File: config.mk
export PLATFORM = sky130hd
export DESIGN_NAME = adder_serial_nbit_flat
export DESIGN_NICKNAME = d
export VERILOG_FILES = /design/src/rtl/adder_serial_nbit_pkg.sv /design/src/rtl/adder_serial_nbit_if.sv /design/src/rtl/adder_digit.sv /design/src/rtl/full_adder.sv /design/src/rtl/adder_serial_nbit.sv /design/src/flat_wrapper.sv
export SDC_FILE = /design/constraint.sdc
export NUM_CORES = 1
export LEC_CHECK = 0
export BUFFER_PORTS_ARGS = -buffer_cell sky130_fd_sc_hd__buf_2
export CAP_MARGIN = 10
export CELL_PAD_IN_SITES_DETAIL_PLACEMENT = 1
export CELL_PAD_IN_SITES_GLOBAL_PLACEMENT = 2
export CORE_ASPECT_RATIO = 1.4
export CORE_MARGIN = 10
export CORE_UTILIZATION = 33
export DETAILED_ROUTE_END_ITERATION = 12
export GPL_TIMING_DRIVEN = 0
export PLACE_DENSITY_LB_ADDON = 0.08
export SLEW_MARGIN = 10
export SYNTH_ARGS = -nofsm -noshare
export SYNTH_HDL_FRONTEND = slang
export SYNTH_SLANG_ARGS = --single-unit
File: constraint.sdc
create_clock -name clk -period 2.95 [get_ports clk]
set_input_delay 0.885 -clock clk [delete_from_list [all_inputs] [get_ports clk]]
set_output_delay 0.885 -clock clk [all_outputs]
set_load 0.01 [all_outputs]
File: src/rtl/adder_serial_nbit_pkg.sv
// Shared definitions for the serial adder: FSM encoding and a width helper.
//   state_t    : IDLE / BUSY / DONE encodings of the top-level controller
//   clog2_min1 : ceil(log2(n)) clamped to at least 1, used to size the slice counter
package adder_serial_nbit_pkg;

    typedef enum logic [1:0] {
        ST_IDLE = 2'd0,
        ST_BUSY = 2'd1,
        ST_DONE = 2'd2
    } state_t;

    // Counter width for n states; a 1-state counter still needs one bit.
    function automatic int unsigned clog2_min1(input int unsigned n);
        int unsigned r;
        r = 0;
        while ((32'd1 << r) < n) begin
            r = r + 1;
        end
        if (r == 0) begin
            r = 1;
        end
        return r;
    endfunction

endpackage

File: src/rtl/adder_serial_nbit_if.sv
// Request/result bundle between a controller and the serial adder.
//   start, sub, A, B, Cin : request, sampled by the adder when idle
//   busy, done            : progress / one-cycle completion pulse
//   Sum, Cout, Ovf        : result, held until the next completion
// WIDTH must match the WIDTH parameter of the adder it connects to.
interface adder_serial_nbit_if #(
    parameter int unsigned WIDTH = 16
);
    logic             start;
    logic             sub;
    logic [WIDTH-1:0] A;
    logic [WIDTH-1:0] B;
    logic             Cin;
    logic             busy;
    logic             done;
    logic [WIDTH-1:0] Sum;
    logic             Cout;
    logic             Ovf;

    modport master (
        output start, sub, A, B, Cin,
        input  busy, done, Sum, Cout, Ovf
    );

    modport slave (
        input  start, sub, A, B, Cin,
        output busy, done, Sum, Cout, Ovf
    );
endinterface

File: src/rtl/adder_digit.sv
// DIGIT-bit ripple-carry slice built from full_adder cells.
//   a, b, cin : slice operands and incoming carry
//   sum       : slice sum
//   cout      : carry out of the top bit
//   c_msb     : carry into the top bit (for overflow detection)
module adder_digit #(
    parameter int unsigned DIGIT = 4
) (
    input  logic [DIGIT-1:0] a,
    input  logic [DIGIT-1:0] b,
    input  logic             cin,
    output logic [DIGIT-1:0] sum,
    output logic             cout,
    output logic             c_msb
);
    logic [DIGIT:0] c;

    assign c[0] = cin;

    // Ripple chain: carry of bit i feeds bit i+1.
    for (genvar i = 0; i < DIGIT; i++) begin : g_fa
        full_adder u_fa (
            .a    (a[i]),
            .b    (b[i]),
            .cin  (c[i]),
            .s    (sum[i]),
            .cout (c[i+1])
        );
    end

    assign cout  = c[DIGIT];
    assign c_msb = c[DIGIT-1];
endmodule

File: src/rtl/full_adder.sv
// One-bit full adder.
//   a, b, cin : addends and carry-in
//   s, cout   : sum bit and carry-out
module full_adder (
    input  logic a,
    input  logic b,
    input  logic cin,
    output logic s,
    output logic cout
);
    assign s    = a ^ b ^ cin;
    assign cout = (a & b) | (cin & (a ^ b));
endmodule

File: src/rtl/adder_serial_nbit.sv
// Serial WIDTH-bit add/subtract unit processing one DIGIT-bit slice per clock,
// LSB slice first, through a single shared ripple slice.
//   clk : rising-edge clock
//   rst : synchronous active-high reset
//   bus : request (start/sub/A/B/Cin) in, busy/done/Sum/Cout/Ovf out
// Start is accepted only when idle; busy covers NUM_DIGITS cycles and done
// pulses one cycle later together with the new Sum/Cout/Ovf.
module adder_serial_nbit
    import adder_serial_nbit_pkg::*;
#(
    parameter int unsigned WIDTH = 16,
    parameter int unsigned DIGIT = 4
) (
    input  logic                 clk,
    input  logic                 rst,
    adder_serial_nbit_if.slave   bus
);
    localparam int unsigned NUM_DIGITS = WIDTH / DIGIT;
    localparam int unsigned CNT_W      = clog2_min1(NUM_DIGITS);

    if ((WIDTH % DIGIT) != 0) begin : g_bad_digit
        $error("adder_serial_nbit: WIDTH must be a multiple of DIGIT");
    end

    state_t           state;
    state_t           state_nxt;
    logic             load_c;
    logic             step_c;
    logic             last_c;

    logic [WIDTH-1:0] a_sr;
    logic [WIDTH-1:0] b_sr;
    logic [WIDTH-1:0] sum_sr;
    logic [WIDTH-1:0] sum_nxt;
    logic             c_q;
    logic [CNT_W-1:0] idx;

    logic [DIGIT-1:0] d_sum;
    logic             d_cout;
    logic             d_cmsb;

    // Shared slice always works on the low DIGIT bits of the operand shifters.
    adder_digit #(
        .DIGIT (DIGIT)
    ) u_digit (
        .a     (a_sr[DIGIT-1:0]),
        .b     (b_sr[DIGIT-1:0]),
        .cin   (c_q),
        .sum   (d_sum),
        .cout  (d_cout),
        .c_msb (d_cmsb)
    );

    assign last_c  = (idx == CNT_W'(NUM_DIGITS - 1));
    // New slice enters at the top; after NUM_DIGITS steps the word is aligned.
    assign sum_nxt = (sum_sr >> DIGIT) | (WIDTH'(d_sum) << (WIDTH - DIGIT));

    // State register.
    always_ff @(posedge clk) begin
        if (rst) begin
            state <= ST_IDLE;
        end else begin
            state <= state_nxt;
        end
    end

    // Next-state and datapath strobes.
    always_comb begin
        state_nxt = state;
        load_c    = 1'b0;
        step_c    = 1'b0;
        case (state)
            ST_IDLE: begin
                if (bus.start) begin
                    state_nxt = ST_BUSY;
                    load_c    = 1'b1;
                end
            end
            ST_BUSY: begin
                step_c = 1'b1;
                if (last_c) begin
                    state_nxt = ST_DONE;
                end
            end
            ST_DONE: begin
                state_nxt = ST_IDLE;
            end
            default: begin
                state_nxt = ST_IDLE;
            end
        endcase
    end

    // Operand/result shifters, slice carry, counter and output registers.
    always_ff @(posedge clk) begin
        if (rst) begin
            a_sr     <= '0;
            b_sr     <= '0;
            sum_sr   <= '0;
            c_q      <= 1'b0;
            idx      <= '0;
            bus.busy <= 1'b0;
            bus.done <= 1'b0;
            bus.Sum  <= '0;
            bus.Cout <= 1'b0;
            bus.Ovf  <= 1'b0;
        end else begin
            if (load_c) begin
                // Subtract is A + ~B + ~Cin, so invert B and the borrow-in once here.
                a_sr   <= bus.A;
                b_sr   <= bus.B ^ {WIDTH{bus.sub}};
                c_q    <= bus.Cin ^ bus.sub;
                sum_sr <= '0;
                idx    <= '0;
            end else if (step_c) begin
                a_sr   <= a_sr >> DIGIT;
                b_sr   <= b_sr >> DIGIT;
                c_q    <= d_cout;
                sum_sr <= sum_nxt;
                if (last_c) begin
                    bus.Sum  <= sum_nxt;
                    bus.Cout <= d_cout;
                    bus.Ovf  <= d_cmsb ^ d_cout;
                end else begin
                    idx <= idx + CNT_W'(1);
                end
            end
            bus.busy <= (state_nxt == ST_BUSY);
            bus.done <= (state_nxt == ST_DONE);
        end
    end

endmodule
File: src/flat_wrapper.sv
// flat-port wrapper written by rule: the top's interface ports become plain ports
module adder_serial_nbit_flat import adder_serial_nbit_pkg::*;
#(
    parameter int unsigned WIDTH = 16,
    parameter int unsigned DIGIT = 4
)
  (clk, rst, bus_start, bus_sub, bus_A, bus_B, bus_Cin, bus_busy, bus_done, bus_Sum, bus_Cout, bus_Ovf);
  adder_serial_nbit_if #(.WIDTH(WIDTH)) bus_i ();
  input  logic clk;
  input  logic rst;
  input wire logic [$bits(bus_i.start)-1:0] bus_start;
  input wire logic [$bits(bus_i.sub)-1:0] bus_sub;
  input wire logic [$bits(bus_i.A)-1:0] bus_A;
  input wire logic [$bits(bus_i.B)-1:0] bus_B;
  input wire logic [$bits(bus_i.Cin)-1:0] bus_Cin;
  output wire logic [$bits(bus_i.busy)-1:0] bus_busy;
  output wire logic [$bits(bus_i.done)-1:0] bus_done;
  output wire logic [$bits(bus_i.Sum)-1:0] bus_Sum;
  output wire logic [$bits(bus_i.Cout)-1:0] bus_Cout;
  output wire logic [$bits(bus_i.Ovf)-1:0] bus_Ovf;
  assign bus_i.start = bus_start;
  assign bus_i.sub = bus_sub;
  assign bus_i.A = bus_A;
  assign bus_i.B = bus_B;
  assign bus_i.Cin = bus_Cin;
  assign bus_busy = bus_i.busy;
  assign bus_done = bus_i.done;
  assign bus_Sum = bus_i.Sum;
  assign bus_Cout = bus_i.Cout;
  assign bus_Ovf = bus_i.Ovf;
  adder_serial_nbit #(.WIDTH(WIDTH), .DIGIT(DIGIT)) u_core (.clk(clk), .rst(rst), .bus(bus_i));
endmodule
==> run_results.csv <==
group,metric,value,unit
timing,tns,0,ns
cts,clk-insertion-delay-late,0.33,ns
synthesis,async_flop_share,0,%
cts,h-tree-depth,3,
synthesis,yosysTopAreaCellShare,46.7,%
synthesis,synth_top_cell_by_area,"dfxtp_1",
synthesis,synth.cell_area,2960,um2
timing,fin_skew,0.00335,ns
floorplan,core_area,8660,um2
synthesis,synth_top_flop_cell,"dfxtp_1",
global_route,overflow,0,
floorplan,initial_utilization,34.1,%
setup_path,crit_arrival,2.48,ns
setup_path,cp.required,3.20,ns
timing,fin_ws,0.721,ns
cells_and_area,antenna_cells,0,
routing,via_per_inst,4.83,
synthesis,synth_edf_count,0,
place,port-buffer-count,55,
routing,ant_nets,0,
pwr,power,2.31,mW
pwr,p_per_area,632,nW/um2
synthesis,synth-seq-area-share,46.7,%
synthesis,syn_inst,322,
cells_and_area,syn2layout_area_growth,23.8,%
cells_and_area,drive_gt1_share,22.4,%
setup_path,end_kind,"register",
cts,clockBufferDepth,2,
synthesis,yosys.cell_count.top_type,"dfxtp_1",
routing,first_iter_violations,39,
synthesis,synth_area_per_cell,9.18,um2
cts,hold_buffers,0,
outcome,status,"finished clean",
setup_path,crit_path_max_fanout,2,
cts,cts_tree,"built",
timing,drv_slew,0,
timing,layout_min_cycle_time,2.23,ns
global_route,grt_pass1_vias,2638,
timing,rsz0062_at_grt,"false",
floorplan,die_y,132,um
synthesis,ys_warn_count,0,
routing,first_pass_iters,4,
routing,drcViolationCount,0,
setup_path,cp-start-kind,"register",
place,dp_slack,0.718,ns
timing,finalCritPeriodShare,75.6,%
synthesis,synth_seq_cells,69,
synthesis,syn_nets,364,
global_route,grt_pass1_wl,13.1,mm
global_route,grt_use_total,12.3,%
routing,wl,7.72,mm
place,dp_hpwl,5.78,mm
routing,wl_per_cell,15.5,um
timing,finalSetupViolations,0,
cts,clkSinkCount,69,
cts,clkTransAtPathRegs,0.05,ns
timing,worst_slew_pin_slew,0.545,ns
min_path,hold_class,"reg -> reg",
cells_and_area,fillers,1039,
global_route,antenna_found_initial,0,
floorplan,row_count,40,
cells_and_area,layout.nets,430,
floorplan,die_x,100,um
cts,post_cts.repair.setup_buffers,0,
place,place_congestion,0.687,
synthesis,synthDistinctLibCells,32,
job,maxCapViolCount,0,
cts,numCtsBuffers,9,
floorplan,dieArea,13200,um2
timing,relSlewSlack,63.6,%
cells_and_area,finish.utilization,42.3,%
cts,cts-root-buf,"clkbuf_16",
pwr,peakVddDrop,301,uV
setup_path,worstSetupPathType,"reg -> reg",
floorplan,ios,57,
timing,hold_viol,0,
routing,dr_total_vias,2399,
timing,timing.fmax,0.449,GHz
synthesis,ys_top_cells_by_count,"dfxtp_1, nand2_1, nor2_1, a21oi_1, mux2i_1",
global_route,grt_max_degree,11,
synthesis,synthTopCellsByArea,"dfxtp_1, mux2i_1, nand2_1, xor2_1, a21oi_1",
pwr,p_leak,1.50,nW
cts,cts-resized-gates,0,
## where the power goes
group	internal (mW)	leakage (nW)	total, mW	switching (mW)
sequential	0.975	0.562	0.998	0.0235
clock	0.680	0.148	1.07	0.387
combinational	0.112	0.785	0.249	0.137
## metrics by stage
stage          cells  instance area, um2  hold slack [ns]
3_3_place_gp     482                3360            0.439
4_1_cts          497                3660            0.454
6_report         497                3660            0.450
2_1_floorplan    322                2960            0.432
5_1_grt          497                3660            0.469
3_5_place_dp     482                3360            0.446
## path summary, 6_finish.rpt
kind	to	cells past startpoint	from	slack, ns
worst min register to register	u_core.bus.Sum[6]	2	u_core.bus.Sum[6]	0.45
worst max-delay path	u_core.bus.Sum[15]	8	u_core.b_sr[0]	0.72
worst max register to register	u_core.bus.Sum[15]	8	u_core.b_sr[0]	0.72
worst min-delay path	u_core.bus.Sum[6]	2	u_core.bus.Sum[6]	0.45
## sequential cells by signal, summed over array words and instances (netlist names), 2 cells and up
register and flops:
u_core.a_sr 16, u_core.b_sr 16, u_core.bus.Sum 16, u_core.sum_sr 12, u_core.idx 2, u_core.state 2
## kinds of logic after synthesis
| family | after synthesis | share of synthesized area (%) |
|---|---|---|
| buf+inv | 33 | 6.31 |
| fa+ha+maj | 5 | 3.13 |
| simple gates | 104 | 15.9 |
| mux | 24 | 8.13 |
| compound gates | 68 | 14.1 |
| xor+xnor | 19 | 5.63 |
| flops | 69 | 46.7 |
## area by class of cell
cell class,count,area [um2],share of cell area [%]
clock buffer,15,298,8.14
buffer,25,156,4.27
tap,105,131,3.59
multi-input combinational,220,1390,37.9
timing repair buffer,55,275,7.52
inverter,8,30.0,0.821
sequential,69,1380,37.7
## layout by cell type (no fill, tap or decap), drive strengths merged
master  synthesis  routed
buf            15      70
dfxtp          69      69
nand2          51      51
nor2           31      31
a21oi          26      26
clkbuf         10      25
mux2i          24      24
xor2           17      17
a211oi         17      17
o21ai          13      13
nand3b         12      12
inv             8       8
a22oi           8       8
fa              4       4
nor2b           2       2
nand2b          2       2
xnor2           2       2
or3             2       2
nor3b           2       2
and3b           1       1
or2             1       1
o21bai          1       1
o21ba           1       1
a31oi           1       1
o31ai           1       1
ha              1       1
## worst max-delay path, stage by stage, from the launching register on
cell      delay (ns)
dfxtp_1         0.32
fa_1            0.41
inv_1           0.08
fa_1            0.17
inv_1           0.05
fa_1            0.39
inv_1           0.08
fa_1            0.44
a211oi_1        0.20
## metal layers
layer  track usage (%)  up-vias  routed length [um]
li1                  -     1217                   -
met1              13.1     1128                3070
met2              21.3       44                4130
met3              4.20       10                 366
met4              5.04        0                 150
met5                 0        -                   0
Note: power is estimated with default switching activity, not from simulation.
